[src/rtl/step_sequencer.sv]
// step_sequencer: tempo-driven note sequencer. It reads a programmable step
// table on each synchronized tick and drives the oscillator phase increment
// (freq) and the envelope gate.
//
// state    | meaning
// ---------+-----------------------------------------------------------
// IDLE     | stopped or rewound; waits for a tick to load a step
// GATE_ON  | note playing; gate high while the duration timer runs
// GATE_OFF | note finished or rest step; waits for the next tick
// RETRIG   | tick arrived during a note; one low gate cycle, then load
module step_sequencer #(
    parameter int STEPS       = 8,
    parameter int PHASE_SIZE  = 16,
    parameter int GATE_CYCLES = 12000,
    localparam int AW         = $clog2(STEPS)
) (
    input  logic                  clk,
    input  logic                  rst,
    input  logic                  run,
    input  logic                  tick,
    input  logic [AW-1:0]         length,
    input  logic                  wr_en,
    input  logic [AW-1:0]         wr_addr,
    input  logic [PHASE_SIZE-1:0] wr_freq,
    input  logic                  wr_active,
    output logic [PHASE_SIZE-1:0] freq,
    output logic                  gate,
    output logic [AW-1:0]         step,
    output logic                  step_strobe
);

    // Sized so GATE_CYCLES-1 always fits, including GATE_CYCLES == 1.
    localparam int CW = $clog2(GATE_CYCLES + 1);

    typedef enum logic [1:0] {
        IDLE     = 2'd0,
        GATE_ON  = 2'd1,
        GATE_OFF = 2'd2,
        RETRIG   = 2'd3
    } state_t;

    state_t                state;
    state_t                state_nxt;
    logic                  tick_s1;
    logic                  tick_s2;
    logic                  tick_s3;
    logic                  adv;
    logic [AW-1:0]         ptr;
    logic [CW-1:0]         cnt;
    logic                  do_load;
    logic                  gate_nxt;
    logic [PHASE_SIZE-1:0] tbl_freq [STEPS];
    logic [STEPS-1:0]      tbl_active;

    // Synchronize tick, then register a one-cycle pulse on its rising edge.
    always_ff @(posedge clk or negedge rst) begin
        if (!rst) begin
            tick_s1 <= 1'b0;
            tick_s2 <= 1'b0;
            tick_s3 <= 1'b0;
            adv     <= 1'b0;
        end else begin
            tick_s1 <= tick;
            tick_s2 <= tick_s1;
            tick_s3 <= tick_s2;
            adv     <= tick_s2 & ~tick_s3;
        end
    end

    // Step table; the write port is always open and a same-cycle LOAD sees the old entry.
    always_ff @(posedge clk or negedge rst) begin
        if (!rst) begin
            for (int i = 0; i < STEPS; i++) begin
                tbl_freq[i] <= '0;
            end
            tbl_active <= '1;
        end else if (wr_en) begin
            tbl_freq[wr_addr]   <= wr_freq;
            tbl_active[wr_addr] <= wr_active;
        end
    end

    // FSM state register.
    always_ff @(posedge clk or negedge rst) begin
        if (!rst) begin
            state <= IDLE;
        end else begin
            state <= state_nxt;
        end
    end

    // Next-state logic; run low overrides everything and rewinds to IDLE.
    always_comb begin
        state_nxt = state;
        if (!run) begin
            state_nxt = IDLE;
        end else begin
            case (state)
                GATE_ON: begin
                    if (adv) begin
                        state_nxt = RETRIG;
                    end else if (cnt == '0) begin
                        state_nxt = GATE_OFF;
                    end
                end
                default: ;
            endcase
            if (do_load) begin
                state_nxt = tbl_active[ptr] ? GATE_ON : GATE_OFF;
            end
        end
    end

    // Output decode: when to load a step and what the gate does next.
    always_comb begin
        do_load  = 1'b0;
        gate_nxt = gate;
        if (!run) begin
            gate_nxt = 1'b0;
        end else begin
            case (state)
                IDLE, GATE_OFF: do_load = adv;
                GATE_ON: begin
                    if (adv || cnt == '0) begin
                        gate_nxt = 1'b0;
                    end
                end
                RETRIG:  do_load = 1'b1;
                default: ;
            endcase
            if (do_load) begin
                gate_nxt = tbl_active[ptr];
            end
        end
    end

    // Registered outputs, step pointer and gate duration down-counter.
    always_ff @(posedge clk or negedge rst) begin
        if (!rst) begin
            freq        <= '0;
            gate        <= 1'b0;
            step        <= '0;
            step_strobe <= 1'b0;
            ptr         <= '0;
            cnt         <= '0;
        end else begin
            gate        <= gate_nxt;
            step_strobe <= do_load;
            if (!run) begin
                ptr <= '0;
            end else if (do_load) begin
                ptr <= (ptr >= length) ? '0 : ptr + AW'(1);
            end
            if (do_load) begin
                freq <= tbl_freq[ptr];
                step <= ptr;
                cnt  <= CW'(GATE_CYCLES - 1);
            end else if (state == GATE_ON && cnt != '0) begin
                cnt <= cnt - CW'(1);
            end
        end
    end

endmodule

[config.mk]
export PLATFORM = sky130hd
export DESIGN_NAME = step_sequencer
export DESIGN_NICKNAME = d
export VERILOG_FILES = /design/src/rtl/step_sequencer.sv
export SDC_FILE = /design/constraint.sdc
export NUM_CORES = 1
export LEC_CHECK = 0
export CAP_MARGIN = 20
export CORE_UTILIZATION = 55
export DETAILED_ROUTE_END_ITERATION = 10
export PLACE_DENSITY = 0.75
export SLEW_MARGIN = 20
export SYNTH_ARGS = -nofsm -noshare
export SYNTH_HDL_FRONTEND = slang
export SYNTH_SLANG_ARGS = --single-unit
[constraint.sdc]
create_clock -name clk -period 2.25 [get_ports clk]
set_input_delay 0.45 -clock clk [delete_from_list [all_inputs] [get_ports clk]]
set_output_delay 0.45 -clock clk [all_outputs]
set_load 0.02 [all_outputs]
### After elaboration in Yosys (flattened, before gate mapping)

Cells that the tools add are included.

* flip-flop bits (word level): 180
* input bits: 28
* output and inout bits: 21
* logic and storage cells: 81

* $add $sub $neg: 2
* $lt $le $gt $ge: 7
* equal/unequal tests: 8
* mux-type cells: 29
* bitwise gates (word level): 4
* reductions and logical operators: 11

Operator list (number)
* 128-bit bitwise mux: 1
* 16-bit binary-select mux with 3-bit select: 1
* 16-bit demux with 3-bit select: 1
* 16-bit 2-to-1 mux: 3
* 14-bit 2-to-1 mux: 2
* 14-bit logical NOT: 1
* 14-bit nonzero test: 1
* 14-bit by 1-bit subtractor with 14-bit output, second input constant: 1
* 2-bit 2-to-1 mux: 6
* 3-bit 2-to-1 mux: 3
* 3-bit by 1-bit != test with 1-bit output, second input constant: 3
* 8-bit bitwise mux: 1
* 4-bit >= comparator, second input constant: 2
* 3-bit by 4-bit less-than comparator with 1-bit output, second input constant: 2
* 1-bit 2-to-1 mux: 8
* 3-bit NOT with 4-bit output: 2
* 2-bit == test, second input constant: 2
* 4-bit by 1-bit less-than comparator with 1-bit output, second input constant: 1
* 4-bit by 1-bit != test with 1-bit output, second input constant: 1
* 2-bit AND reduction: 2
* 3-bit by 1-bit adder with 3-bit output, second input constant: 1
* 1-bit binary-select mux with 3-bit select: 1
* 1-bit demux with 3-bit select: 1
* 3-bit by 1-bit >= comparator with 1-bit output, second input constant: 1
* other kinds (11): 13

### Longest topological paths before layout

* word-level depth: 7
* mapped depth: 7
* gate-level depth less buffers: 6

### Least setup slack after synthesis

No wires, ideal clock.

* path kind: in2reg
* start point: input port wr_addr[0]
* end point: register tbl_freq[118] (netlist name)
* library setup time: 125 ps
* data arrival time: 1782 ps
* data required time: 2125 ps
* path slack: 343 ps
* stages on the path: 5
* path buffers: 2
* cell sequence: clkbuf_1 -> nand2b_1 -> nor3_2 -> buf_4 -> mux2_2

* longest elaborated chain between the ends: 6
* elaborated cells on any way between the ends: 7
* classes of those cells: 2 x order compare; 3 x mux; 1 x bitwise; 1 x reduce/logical

Ends and longest elaborated chain
* start, declared: line 23 `input logic [AW-1:0] wr_addr,`
* 3-bit NOT with 4-bit output (not written as such) (*): line 78 `tbl_freq[wr_addr] <= wr_freq;`
* 4-bit >= comparator (not written as such) or 4-bit by 1-bit less-than comparator with 1-bit output (tied branches): line 78
* 1-bit logical AND (not written as such): line 78
* 16-bit 2-to-1 mux (not written as such): line 78
* 16-bit demux with 3-bit select (*): line 78
* 128-bit bitwise mux (*): line 78
* end signal, assigned by index: line 78
* end, declared: line 52 `logic [PHASE_SIZE-1:0] tbl_freq [STEPS];`

Every way passes the cells marked *; elsewhere a longest branch is shown, timed or not.
A chain may end at the register's enable or synchronous reset.

### Worst setup path after layout

* start point: register cnt[0]
* end point: register cnt[8]

* longest elaborated chain between the ends: 3
* elaborated cells on any way between the ends: 6
* classes of those cells: 1 x add/sub; 2 x mux; 3 x reduce/logical

Ends and longest elaborated chain
* start, declared: line 49 `logic [CW-1:0] cnt;`
* start signal, assigned: line 157 `cnt <= CW'(GATE_CYCLES - 1);`
* start signal, assigned: line 159 `cnt <= cnt - CW'(1);`
* 14-bit by 1-bit subtractor with 14-bit output or 14-bit nonzero test (tied branches): line 159, 158
* 14-bit 2-to-1 mux or 1-bit logical AND (tied branches): line 158 `end else if (state == GATE_ON && cnt != '0) begin`
* 14-bit 2-to-1 mux or 2-bit nonzero test (tied branches)

Parallel ways exist; a longest one is shown, timed or not. The select of a mux whose other input is x is not followed.

==> results.ini <==
[route]
vias = 4874
wl_mm = 16.3
wl_per_cell_um = 20.0
drtPass1Iterations = 4
dr.first_iter.drc_count = 276
drcViolationCount = 0
via_per_inst = 5.97
drtAntennaViolNets = 0

[sta]
layout_worst_path_cycle_share_pct = 89.1
fmax_mhz = 499
fin_skew_ns = 0.00410
setup_tns_ns = 0
drv_slew = 0
fin_crit_ns = 2.00
slew_headroom_pct = 56.6
rsz0062_at_grt = no
setup_ws_ns = 0.246
setup_viol = 0
hold_viol = 0
worstMarginPinSlew_ns = 0.646

[clocking]
cts_sinks = 180
cts_hold_buf = 1
cts-root-buf = clkbuf_16
insertion_delay_ns = 0.42
cts_tree = yes
clock_path_buffers = 2
cts_made_buffers = 17
path_clk_slew_ns = 0.07
postCtsSetupBuffers = 0
cts.htree.levels = 4
cts_resized = 0

[grt]
grt_overflow = 0
antenna_found_initial = 1
grt_pass1_wl_mm = 26.5
track_usage_pct = 23.6
grt_max_degree = 64
first_global_vias = 5091

[worst_setup_path]
cp-start-kind = flop
crit_type = reg -> reg
critPathArrivalTime_ns = 2.36
cp-end-kind = flop
required_ns = 2.60
critical_path.max_fanout = 6

[synthesis]
yosysSeqAreaShare_pct = 55.6
yosysWarnings = 0
synthDistinctLibCells = 50
synth_nets = 588
ys_ff_latch = 180
synth-edff-count = 0
synth-main-ff-cell = dfrtp_1
avgSynthCellArea_um2 = 14.6
ys_async_sr_fraction_pct = 100
synthesis.area_mm2 = 0.00812
synth_area_leader_cell = dfrtp_1
synth_area_leaders = dfrtp_1, mux2_2, mux4_2
yosys.area.top_type_share_pct = 53.0
synth_cells = 555

[placement]
dp_worst_setup_slack_ns = 0.125
gp_congestion = 0.855
dp_hpwl_mm = 10.4
port_buffers = 48

[floorplanning]
die_x_um = 124
start_util_pct = 56.1
die_area_mm2 = 0.0153
dieHeight_um = 124
rows = 44
top_level_ports = 49
fp.coreArea_mm2 = 0.0145

[cells_and_area]
final_common_cell = dfrtp_1
nets = 652
final_cell_mix = dfrtp_1, mux2_2, clkdlybuf4s50_1
drive_gt1_share_pct = 39.3
syn_to_final_growth_pct = 19.3

[run]
max_cap_violations = 0

[pwr]
p_per_area_mw_per_mm2 = 939
vdd_drop_max_uv = 595
leakage_nw = 4.17

[min_path]
hold_class = reg -> reg

[outcome]
status = finished, final reports clean

layer usage:
layer / vias up / share of wire (%) / track usage (%)
li1: 2193 / - / -
met1: 2597 / 45 / 31.1
met2: 75 / 52 / 39.5
met3: 9 / 2.2 / 4.75
met4: 0 / 0.57 / 7.30
met5: - / 0 / 0
Yosys cell counts (all sizes together) (2+ instances only):
master and number:
nor2b 3, o21ai 27, a21oi 8, mux2 140
nor4 4, mux4 33, a211oi 2, buf 22
nand2 26, nand4b 4, and2 2, and3 5
nor2 10, nand4 4, ha 5, mux2i 22
dfstp 8, nand3 7, nor3b 3, and4 2
clkbuf 7, nor3 7, inv 13, o211ai 2
nand2b 3, dfrtp 172, a31oi 2
state kept, by name, summed over array words and instances, names as in the netlist, 2 cells and up:
| register | count |
|---|---|
| state | 2 |
| tbl_active | 8 |
| freq | 16 |
| step | 3 |
| ptr | 3 |
| cnt | 14 |
| tbl_freq | 128 |
worst paths after layout:
| path | to | startpoint | slack [ns] | depth (start not counted) |
|---|---|---|---|---|
| worst min register to register | tick_s2$_DFF_PN0_ | tick_s1$_DFF_PN0_ | 0.36 | 0 |
| worst min-delay path | tick_s2$_DFF_PN0_ | tick_s1$_DFF_PN0_ | 0.36 | 0 |
| min in group asynchronous | freq[15]$_DFFE_PN0P_ | rst | 0.46 | 2 |
| worst max-delay path | cnt[8]$_DFFE_PN0P_ | cnt[0]$_DFFE_PN0P_ | 0.25 | 6 |
| max in group asynchronous | tbl_active[6]$_DFFE_PN1P_ | rst | 1.05 | 3 |
| worst max register to register | cnt[8]$_DFFE_PN0P_ | cnt[0]$_DFFE_PN0P_ | 0.25 | 6 |
power breakdown:
| part | total, W | switching, W | internal, W |
|---|---|---|---|
| Clock | 0.00331 | 0.00119 | 0.00213 |
| Sequential | 0.00422 | 0.000330 | 0.00389 |
| Combinational | 0.00156 | 0.000611 | 0.000951 |
critical path, stage by stage, from the launching register on:
cell and delay [ns]:
dfrtp_1 0.42, inv_1 0.08, ha_1 0.17, nor3b_2 0.37
nand2_1 0.22, or4b_1 0.53, a21oi_1 0.14
layout make-up:
class	count	area, um^2
Sequential cell	180	4520
Clock buffer	20	457
Fill cell	1002	4790
Tap cell	184	230
Inverter	13	48.8
Clock inverter	11	205
Antenna cell	1	2.50
Timing Repair Buffer	74	817
Multi-Input combinational cell	333	3410
stage by stage:
| step | hold WS, ns | power (W) | util [%] | area (um^2) | cells |
|---|---|---|---|---|---|
| after global placement | 0.341 | 0.00573 | 62.3 | 9010 | 783 |
| after detailed placement | 0.343 | 0.00585 | 62.3 | 9010 | 783 |
| after CTS | 0.359 | 0.00918 | 66.9 | 9690 | 815 |
| after global routing | 0.366 | 0.00950 | 66.9 | 9690 | 816 |
| final | 0.361 | 0.00910 | 66.9 | 9690 | 816 |
| after floorplan | 0.154 | 0.00523 | - | 8120 | 555 |
cell families after synthesis:
family / share of synthesized area (%)
multiplexers: 31.4
flip-flops: 55.6
AND/OR/NAND/NOR: 6.38
AO/OA/AOI/OAI: 3.44
buffers and inverters: 2.42
adder cells (fa/ha/maj): 0.770
Note: power is estimated with default switching activity, not from simulation.
==> edit 1, RTL diff (config.mk and constraints unchanged) <==
Encoding of `state_t`: now one-hot (4 bits for 4 states).
--- a/src/rtl/step_sequencer.sv
+++ b/src/rtl/step_sequencer.sv
@@ -33,9 +33,9 @@
     localparam int CW = $clog2(GATE_CYCLES + 1);
 
-    typedef enum logic [1:0] {
-        IDLE     = 2'd0,
-        GATE_ON  = 2'd1,
-        GATE_OFF = 2'd2,
-        RETRIG   = 2'd3
+    typedef enum logic [3:0] {
+        IDLE     = 4'b0001,
+        GATE_ON  = 4'b0010,
+        GATE_OFF = 4'b0100,
+        RETRIG   = 4'b1000
     } state_t;
 
Function: no difference found for any inputs over 4 cycles, from zero or initial values and one cycle with rst low; so few cycles prove little.
==> edit 1 against the original RTL <==
Cell count shrank 1.2%; routed wire length shrank 1.0%; first-iteration DRC count grew 2.2%; clock power shrank 11%; total power grew 1.6%; cell area shrank 1.1%; synthesized area shrank 0.69%; sequential share of layout area grew 1.1 points; count of clock-buffer cells in the layout shrank 1; largest cell class unchanged; setup slack lost 0.046 ns; sequential cell count grew 2.
==> edit 1: results (changes against the original RTL) <==
power:
  p_int_mw: 6.80  # -2.4%
  power_frac_seq: 0.474  # +0.010
  p_per_area_nw_per_um2: 965  # +2.8%
  ir_drop_uv: 818  # +38%
  cellLeakagePower_nw: 3.94  # -5.6%
placement:
  placed_area_um2: 8970  # -0.44%
  place_ws_ns: 0.00841  # -0.116 ns
  place_congestion: 0.813  # -4.9%
grt:
  grt_max_degree: 47  # -27%
  met2_usage: 0.393  # -0.00165
  gr-usage-met3: 0.0544  # +0.00692
  grt_pass1_wl_um: 26700  # +0.63%
  track_usage: 0.239  # +0.00308
  grt_pass1_vias: 4988  # -2.0%
drt:
  met1Wirelength_um: 7350  # -0.97%
  wl_met3_um: 494  # +38%
  routedWlPerCell_um: 20.1  # +0.19%
  vias: 4700  # -3.6%
setup_path:
  cp-startpoint: "cnt[10]$_DFFE_PN0P_"
  cpMaxStageDelayCell: "or4_4"
  cp_max_fo: 7  # +1
  reg2reg_to: "cnt[0]$_DFFE_PN0P_"
  cp_slowest_stage_delay_ns: 0.57  # +0.04 ns
outcome:
  status: "complete, no violations"
timing:
  skew_ns: 0.00957  # +0.00548 ns
  setup_slack_ns: 0.199  # -0.0463 ns
  relSlewSlack: 0.655  # +0.0895
cells_and_area:
  regArea_um2: 4570  # +1.1%
  final_nets: 647  # -0.77%
  antennaDiodeCount: 0  # -1
  fillCellCount: 1004  # +0.20%
  drive_gt1_frac: 0.393  # about the same
synth:
  syn_nets: 582  # -1.0%
  synth_area_leaders: "dfrtp_1, mux2_2, mux4_2"
  synth_top_cells_by_count: "dfrtp_1, mux2_2, nand2_1"
  synth_cell_type_count: 41  # -18%
==> edit 1: cell count changes after synthesis, moves of 4 or more <==
cell,change
nand2_1,+11
clkbuf_1,+10
xnor2_1,+8
a21oi_1,-6
and3_1,-5
buf_2,-4
buf_4,-4
inv_1,-4
nor2_1,-4
o21ai_1,-4
==> edit 1: final cells by class <==
cell class                 count  share of cell area
multi-input combinational    330               0.352
tap                          180              0.0235
inverter                       8             0.00313
clock buffer                  19              0.0462
clock inverter                13              0.0155
sequential                   182               0.477
timing repair buffer          74              0.0826
==> edit 1: cells by family after synthesis <==
family	count (synthesis)	synth area share
compound gates	37	0.0268
xor+xnor	10	0.0109
fa+ha+maj	6	0.00931
buf+inv	36	0.0182
flops	182	0.566
mux	190	0.308
simple gates	87	0.0605
==> edit 1: critical path: cells and delay by family, from the launching register on <==
kind | cells | cell delay (ns)
XOR/XNOR | 1 | 0.13
buffers and inverters | 1 | 0.21
flip-flops | 1 | 0.42
AND/OR/NAND/NOR | 4 | 1.17
==> edit 2, RTL diff (config.mk and constraints unchanged) <==
Without the edit above. `GATE_CYCLES`: 12000 -> 24000.
--- a/src/rtl/step_sequencer.sv
+++ b/src/rtl/step_sequencer.sv
@@ -12,5 +12,5 @@
     parameter int STEPS       = 8,
     parameter int PHASE_SIZE  = 16,
-    parameter int GATE_CYCLES = 12000,
+    parameter int GATE_CYCLES = 24000,
     localparam int AW         = $clog2(STEPS)
 ) (
Behaviour: same outputs for any inputs over 4 cycles, from zero or initial values and one cycle with rst low; that may be too few to reach the edited logic, so the function may still have changed.
==> edit 2 against the original RTL <==
Non-clock buffer count is 4 lower; via count is 1.6% lower; synthesized area is 0.28% higher; routed wire length is 0.72% lower; die area is 0.28% higher; setup slack better by 0.073 ns; first-iteration DRC count is 31% higher; critical path depth is 1 lower; cell area is 0.85% lower; sequential cell count is 1 higher; total power is 2.9% lower; synthesized cell count is 1.1% lower.
==> edit 2: results (changes against the original RTL) <==
outcome:
  status: "complete, no violations"
drt:
  met1Wirelength_um: 7410  # -0.19%
  viasPerCell: 5.94  # -0.61%
  drt_iter0_drc: 361  # +31%
  drt_pass1_iterations: 4  # unchanged
  maxUsedRoutingLayer: "met4"
  dr_wl_met2_um: 8160  # -3.6%
  wl_met3_um: 479  # +34%
  drt-total-wl_um: 16200  # -0.72%
  vias: 4797  # -1.6%
placement:
  hpwl_um: 10300  # -1.1%
  placed_cells: 776  # -0.89%
  placed_area_um2: 9010  # about the same
  io_buffers: 48  # unchanged
  place_congestion: 0.831  # -2.8%
grt:
  grt_pass1_wl_um: 26700  # +0.65%
  grt_pass1_vias: 5054  # -0.73%
  grt_max_degree: 67  # +4.7%
  track_usage: 0.236  # about the same
  antenna_found_initial: 0  # -1
setup_path:
  reg2reg_to: "cnt[13]$_DFFE_PN0P_"
  cp_max_fo: 24  # +18
  rrSetupSlack_ns: 0.32  # +0.07 ns
  reg2reg_from: "state[0]$_DFFE_PN0P_"
  worstPathArrival_ns: 2.24  # -0.12 ns
  r2r.worst_path.cells: 5  # -1
cells_and_area:
  top_regs: "tbl_freq (128), freq (16), cnt (15)"
  drive_gt1_frac: 0.378  # -0.0148
  final_nets: 644  # -1.2%
  fillCellCount: 1026  # +2.4%
  antennaDiodeCount: 0  # -1
synth:
  synth_top_cells_by_count: "dfrtp_1, mux2_2, mux4_2"
  async_reset_ff_frac: 1.00  # unchanged
  syn_nets: 582  # -1.0%
  synth_cell_type_count: 54  # +8.0%
  synth_area_leaders: "dfrtp_1, mux2_2, mux4_2"
  ys_seq_area_frac: 0.557  # +0.00154
  synthCells: 549  # -1.1%
  synth_edf_count: 0  # unchanged
clock_tree:
  postCtsSetupBuffers: 0  # unchanged
  cts-resized-gates: 0  # unchanged
  clk-insertion-delay-late_ns: 0.43
worst_hold_path:
  holdCritPathClass: "primary input to async pin"
timing:
  worst_slew_pin_slew_ns: 0.611  # -0.0344 ns
  skew_ns: 0.00750  # +0.00340 ns
power:
  ir_drop_uv: 674  # +13%
  cellLeakagePower_nw: 4.07  # -2.4%
==> edit 2: cell types whose count changed after synthesis, moves of 4 or more <==
cell / change
a21oi_1: -6
mux2_1: +11
mux2_2: -11
nand2_1: +5
o21ai_0: -4
o21ai_1: +4
==> edit 2: layout make-up <==
class                           count  area [um2]  area share
Clock buffer                       19         453      0.0471
Clock inverter                     13         146      0.0152
Inverter                           11        41.3     0.00430
Multi-Input combinational cell    330        3410       0.355
Sequential cell                   181        4540       0.473
Tap cell                          184         230      0.0240
Timing Repair Buffer               70         785      0.0817
==> edit 2: worst max path at each step <==
stage / start / endpoint / cells after the start
floorplan: ptr[0]$_DFFE_PN0P_ / ptr[2]$_DFFE_PN0P_ / 8
finish: state[0]$_DFFE_PN0P_ / cnt[13]$_DFFE_PN0P_ / 5
CTS: state[0]$_DFFE_PN0P_ / cnt[13]$_DFFE_PN0P_ / 5
global placement: length[0] / ptr[2]$_DFFE_PN0P_ / 6
global route: cnt[0]$_DFFE_PN0P_ / cnt[7]$_DFFE_PN0P_ / 7
detailed placement: length[0] / ptr[2]$_DFFE_PN0P_ / 6
==> edit 2: cell families (layout without fill, tap and decap cells) <==
logic type | Yosys count | count (layout) | share of synthesized area
flops | 181 | 181 | 0.557
buf+inv | 38 | 113 | 0.0238
mux | 191 | 191 | 0.308
simple gates | 85 | 85 | 0.0658
compound gates | 49 | 49 | 0.0373
fa+ha+maj | 5 | 5 | 0.00768
==> edit 2: report_power, final <==
group | total (mW) | switching, mW | leakage [nW] | internal, mW
combinational | 1.59 | 0.637 | 1.62 | 0.953
sequential | 4.26 | 0.335 | 2.16 | 3.93
clock | 2.98 | 1.27 | 0.296 | 1.71
total | 8.84 | 2.25 | 4.07 | 6.59
==> edit 2: worst max-delay path: stages, from the launching register on <==
cell and delay [ns]:
dfrtp_1 0.48, mux2i_1 0.41, nand2b_4 0.23, buf_4 0.28
nand2b_1 0.11, o41ai_1 0.28
==> edit 2: routing by layer <==
layer / vias to the layer above / global-route usage
met3: 16 / 0.0504
met4: 0 / 0.0678
met5: - / 0
met2: 78 / 0.386
li1: 2186 / -
met1: 2517 / 0.319
==> edit 2: through the flow <==
step | hold WS (ns) | total power [mW] | setup WS, ns
after floorplan | 0.154 | 5.30 | 0.226
final | 0.00463 | 8.84 | 0.318
after global placement | 0.334 | 5.80 | 0.145
after CTS | 0.0207 | 8.92 | 0.323
after global routing | 0.0415 | 9.26 | 0.121
after detailed placement | 0.346 | 5.93 | 0.0261
